## config.mk

```make
export PLATFORM = sky130hd
export DESIGN_NAME = alu_seq_ctrl
export DESIGN_NICKNAME = d
export VERILOG_FILES = /design/src/rtl/alu_seq_ctrl.sv
export SDC_FILE = /design/constraint.sdc
export NUM_CORES = 1
export LEC_CHECK = 0
export ABC_AREA = 1
export ABC_CLOCK_PERIOD_IN_PS = 2000
export CAP_MARGIN = 20
export CORE_UTILIZATION = 27
export CTS_CLUSTER_SIZE = 12
export DETAILED_ROUTE_END_ITERATION = 6
export GPL_ROUTABILITY_DRIVEN = 0
export PLACE_DENSITY = 0.89
export SYNTH_ARGS = -nofsm -noshare
export SYNTH_HDL_FRONTEND = slang
export SYNTH_SLANG_ARGS = --single-unit
```

## constraint.sdc

```tcl
create_clock -name i_clk -period 2 [get_ports i_clk]
set_clock_uncertainty 0.15 [all_clocks]
set_input_delay 0.2 -clock i_clk [delete_from_list [all_inputs] [get_ports i_clk]]
set_output_delay 0.2 -clock i_clk [all_outputs]
set_load 0.02 [all_outputs]
```

## src/rtl/alu_seq_ctrl.sv

```systemverilog
// alu_seq_ctrl
// Microstep sequencer for one register-register ALU instruction. It runs
// fetch, decode and execute as states T0..T6 and drives the control strobes
// that the existing datapath already accepts.
//
// Ports
//   i_clk         single clock, all state changes on the rising edge
//   i_clear       synchronous active-high reset, overrides every other input
//   i_start       request one instruction; only looked at while idle
//   i_mem_ready   memory read data valid; holds the sequencer in T1 when low
//   i_ir          IR contents {opcode, ra, rb, rc, unused}, MSB aligned
//   o_busy        high in every state except idle
//   o_done        one-cycle pulse in the final writeback cycle
//   o_illegal     one-cycle pulse in T3 when the opcode is out of range
//   o_PCout .. o_LOin  single-bit datapath strobes
//   o_Rin, o_Rout one-hot register-file enables, zero when unused
//   o_alu_op      ALU operation select, valid from T4 to the final state
module alu_seq_ctrl #(
  parameter int REG_W = 4,
  parameter int OP_W = 5,
  parameter logic [OP_W-1:0] MUL_OPCODE = 5'b01110,
  parameter logic [OP_W-1:0] DIV_OPCODE = 5'b01111,
  parameter logic [OP_W-1:0] MAX_ALU_OPCODE = 5'b10001,
  localparam int NUM_REGS = 2 ** REG_W
) (
  input  logic                i_clk,
  input  logic                i_clear,
  input  logic                i_start,
  input  logic                i_mem_ready,
  input  logic [31:0]         i_ir,
  output logic                o_busy,
  output logic                o_done,
  output logic                o_illegal,
  output logic                o_PCout,
  output logic                o_MARin,
  output logic                o_IncPC,
  output logic                o_PCin,
  output logic                o_Read,
  output logic                o_MDRin,
  output logic                o_MDRout,
  output logic                o_IRin,
  output logic                o_Yin,
  output logic                o_Zin,
  output logic                o_Zlowout,
  output logic                o_Zhighout,
  output logic                o_HIin,
  output logic                o_LOin,
  output logic [NUM_REGS-1:0] o_Rin,
  output logic [NUM_REGS-1:0] o_Rout,
  output logic [OP_W-1:0]     o_alu_op
);

  localparam int SPARE_W = 32 - OP_W - 3 * REG_W;

  typedef enum logic [2:0] {
    S_IDLE,
    S_T0,
    S_T1,
    S_T2,
    S_T3,
    S_T4,
    S_T5,
    S_T6
  } state_t;

  state_t r_state;
  state_t w_next;

  logic [OP_W-1:0]  w_opcode;
  logic [REG_W-1:0] w_ra;
  logic [REG_W-1:0] w_rb;
  logic [REG_W-1:0] w_rc;
  logic             w_isMulDiv;
  logic             w_isIllegal;
  logic             w_unusedIrBits;

  // Instruction fields are taken straight from the IR; the datapath keeps
  // the IR stable from T3 until the instruction retires.
  assign w_opcode    = i_ir[31 -: OP_W];
  assign w_ra        = i_ir[31-OP_W -: REG_W];
  assign w_rb        = i_ir[31-OP_W-REG_W -: REG_W];
  assign w_rc        = i_ir[31-OP_W-2*REG_W -: REG_W];
  assign w_isMulDiv  = (w_opcode == MUL_OPCODE) || (w_opcode == DIV_OPCODE);
  assign w_isIllegal = (w_opcode > MAX_ALU_OPCODE);

  // The low IR bits carry no meaning for this instruction format.
  assign w_unusedIrBits = &{1'b0, i_ir[SPARE_W-1:0]};

  function automatic logic [NUM_REGS-1:0] oneHot(input logic [REG_W-1:0] idx);
    logic [NUM_REGS-1:0] vec;
    vec = '0;
    vec[idx] = 1'b1;
    return vec;
  endfunction

  // State register; clear wins over everything and lands in idle.
  always_ff @(posedge i_clk) begin
    if (i_clear) begin
      r_state <= S_IDLE;
    end else begin
      r_state <= w_next;
    end
  end

  // Next-state and strobe decode. Outputs come from the registered state and
  // the IR fields, except PCin in T1, which waits for the memory handshake so
  // the PC is loaded exactly once however long the read stalls.
  always_comb begin
    w_next     = r_state;
    o_busy     = (r_state != S_IDLE);
    o_done     = 1'b0;
    o_illegal  = 1'b0;
    o_PCout    = 1'b0;
    o_MARin    = 1'b0;
    o_IncPC    = 1'b0;
    o_PCin     = 1'b0;
    o_Read     = 1'b0;
    o_MDRin    = 1'b0;
    o_MDRout   = 1'b0;
    o_IRin     = 1'b0;
    o_Yin      = 1'b0;
    o_Zin      = 1'b0;
    o_Zlowout  = 1'b0;
    o_Zhighout = 1'b0;
    o_HIin     = 1'b0;
    o_LOin     = 1'b0;
    o_Rin      = '0;
    o_Rout     = '0;
    o_alu_op   = '0;

    case (r_state)
      S_IDLE: begin
        if (i_start) begin
          w_next = S_T0;
        end
      end
      S_T0: begin
        o_PCout = 1'b1;
        o_MARin = 1'b1;
        o_IncPC = 1'b1;
        o_Zin   = 1'b1;
        w_next  = S_T1;
      end
      S_T1: begin
        o_Zlowout = 1'b1;
        o_Read    = 1'b1;
        o_MDRin   = 1'b1;
        if (i_mem_ready) begin
          o_PCin = 1'b1;
          w_next = S_T2;
        end
      end
      S_T2: begin
        o_MDRout = 1'b1;
        o_IRin   = 1'b1;
        w_next   = S_T3;
      end
      S_T3: begin
        o_Rout = oneHot(w_rb);
        o_Yin  = 1'b1;
        if (w_isIllegal) begin
          o_illegal = 1'b1;
          w_next    = S_IDLE;
        end else begin
          w_next = S_T4;
        end
      end
      S_T4: begin
        o_Rout   = oneHot(w_rc);
        o_alu_op = w_opcode;
        o_Zin    = 1'b1;
        w_next   = S_T5;
      end
      S_T5: begin
        o_Zlowout = 1'b1;
        o_alu_op  = w_opcode;
        if (w_isMulDiv) begin
          o_LOin = 1'b1;
          w_next = S_T6;
        end else begin
          o_Rin  = oneHot(w_ra);
          o_done = 1'b1;
          w_next = S_IDLE;
        end
      end
      S_T6: begin
        o_Zhighout = 1'b1;
        o_HIin     = 1'b1;
        o_alu_op   = w_opcode;
        o_done     = 1'b1;
        w_next     = S_IDLE;
      end
      default: begin
        w_next = S_IDLE;
      end
    endcase
  end

endmodule

```

==> metrics <==
status=finished, final reports clean; Rel. slew slack=a little over four fifths; root buf cell=clkbuf_4; final wirelength=2.77 mm; # rows=18; Startpoint Class=input pin; vias=~1,200; register bit total from synthesis=3; io pins=90; CP required=between 1.5 and 2 ns; DP Wirelength=2.24 mm; slowest CP cell=clkdlybuf4s50_1; largest vdd supply drop=between 0.2 and 0.25 mV; Pins Over Slew Limit=0; post-layout min period=around 2.0 ns; pin count of the biggest net entering global routing=6; Worst R2R Setup Slack=0.60 ns; Post-DRT Antenna Nets=0; design area=about 0.0015 sq mm; most frequent cells in the layout=nor2_1, nand2_1, inv_1, clkbuf_2, clkdlybuf4s50_1; # H-tree levels=1; Synth top area share=about 21%; Yosys cell types=17; kind of critical path=input pin to output port; CP most frequent cell=nand2_1; Largest regs=r_state x3; # hold bufs at CTS=0; Max clock buf depth=2; final hold violation count=0; vias per cell=~4.7; commonest non-fill, non-tap cell in the layout=nor2_1; drt pass-1 iters=4; Hold/Removal Path Class=input pin to flop; largest register by flop count=r_state; clock slew at reported path FFs=~0.04 ns; die area=0.00280 sq mm; max cap viols=0; post-synthesis sequential area ratio=under 10%; CP peak stage delay=roughly 0.48 ns; Yosys warnings=0; period utilization=between 90% and 100%; port bufs=between 70 and 80; P&R area growth vs syn=108%; mapped cell area=roughly 700 sq um; Initial Utilization=approximately 29%; Arr. time, crit path=1.62 ns; residual DRC count=0; Worst Max-Slew Pin Slew=between 0.2 and 0.25 ns; CP max FO=5; # diodes=0; placed cell area=0.00156 sq mm; drt wl/cell=~10 um; TritonCTS Buffers=3; vias in the first global route=just over 1,000; Total Power=506 uW; f_max=around 0.5 GHz; CTS sink count=3; Die Wd=roughly 53 um; RSZ-0062 raised after global routing=yes; antenna violations before repair=0; Core Footprint=0.00245 sq mm; final core utilization=59.3%; All-Layer GR Usage=between 10% and 20%; Leakage=0.875 nW; CTS tree=done; clk_lat worst skew=between 0.2 and 0.25 ns; layout cell share with drive strength beyond 1=24.4%; max reg flops=3; Post-Syn Instances=145; Synth Area per Inst=roughly 4.8 sq um; syn_nets=around 180; Synth area leaders=nor2_1, nand2_1, inv_1; Fillers=approximately 250; nets=roughly 270; die height=52.9 um; CP top delay family=buffers and inverters; grt ovf=0; CP Capture Type=output port; power density over the cells=approximately 350 mW/mm^2; WP buf/inv=3; cells along the critical path=clkdlybuf4s50_1 -> inv_1 -> nand2_1 -> nor2_2 -> nor3_4 -> nand2_1 -> nor2_1 -> clkdlybuf4s15_2; DR iter-0 viols=26; leading area contributor after synthesis=nor2_1; first-pass GRT wire length=between 4 and 5 mm; Final setup viols=0
## power by group
part / leakage (nW) / internal [mW] / switching (mW)
logic: 0.836 / 0.146 / 0.170
clock network: 0.0150 / 0.0752 / 0.0377
registers: 0.0247 / 0.0683 / 0.00847
total: 0.875 / 0.290 / 0.216
## metrics by stage
stage / instances / TNS (ns) / worst slack, ns / hold WS (ns)
5_1_grt: 264 / -0.191 / -0.0696 / 0.425
6_report: 264 / 0 / 0.0263 / 0.406
3_3_place_gp: 260 / -5.23 / -0.243 / 0.542
2_1_floorplan: 145 / 0 / 0.278 / 0.119
4_1_cts: 264 / 0 / 0.00971 / 0.400
3_5_place_dp: 260 / -6.34 / -0.337 / 0.549
## final timing paths
check / depth (start not counted) / startpoint / endpoint
worst max-delay path: 8 / i_ir[31] / o_Rin[2]
worst min-delay path: 2 / i_clear / r_state[2]$_SDFFE_PP0P_
worst min register to register: 6 / r_state[1]$_SDFFE_PP0P_ / r_state[2]$_SDFFE_PP0P_
worst max register to register: 7 / r_state[0]$_SDFFE_PP0P_ / r_state[1]$_SDFFE_PP0P_
## cells by family after synthesis
family                 Yosys count  synth area share, %
buffers and inverters           34                 20.9
DFF                              3                 8.57
and+or+nand+nor                 90                 54.6
AOI/OAI and AO/OA               18                 15.9
## routing by layer
metal	part of all wire, %	GRT usage [%]
met1	40	18.8
met2	50	39.0
met3	9.9	6.03
met4	0.36	4.82
met5	0	0
## Yosys cell counts, drive strengths merged
cell	number
a21oi	1
a31oi	1
buf	5
dfxtp	3
inv	29
nand2	37
nand3	5
nand3b	2
nand4	1
nor2	41
nor3	2
o22ai	16
or2	2
## area by class of cell
cell class,instances,area [sq um],share of cell area [%]
repair buffers,90,718,49.4
multi-input cells,108,504,34.7
inverters,29,109,7.48
flip-flops and latches,3,60.1,4.13
well taps,30,37.5,2.58
clock buffers,4,26.3,1.81
## what timing repair did
item | CTS | global route
setup buffers | 0 | 0
resized for setup | 54 | 59
endpoints found under the setup margin | 46 | 38
pin swaps | 0 | 0
No activity file was read; power rests on OpenSTA's default activity.
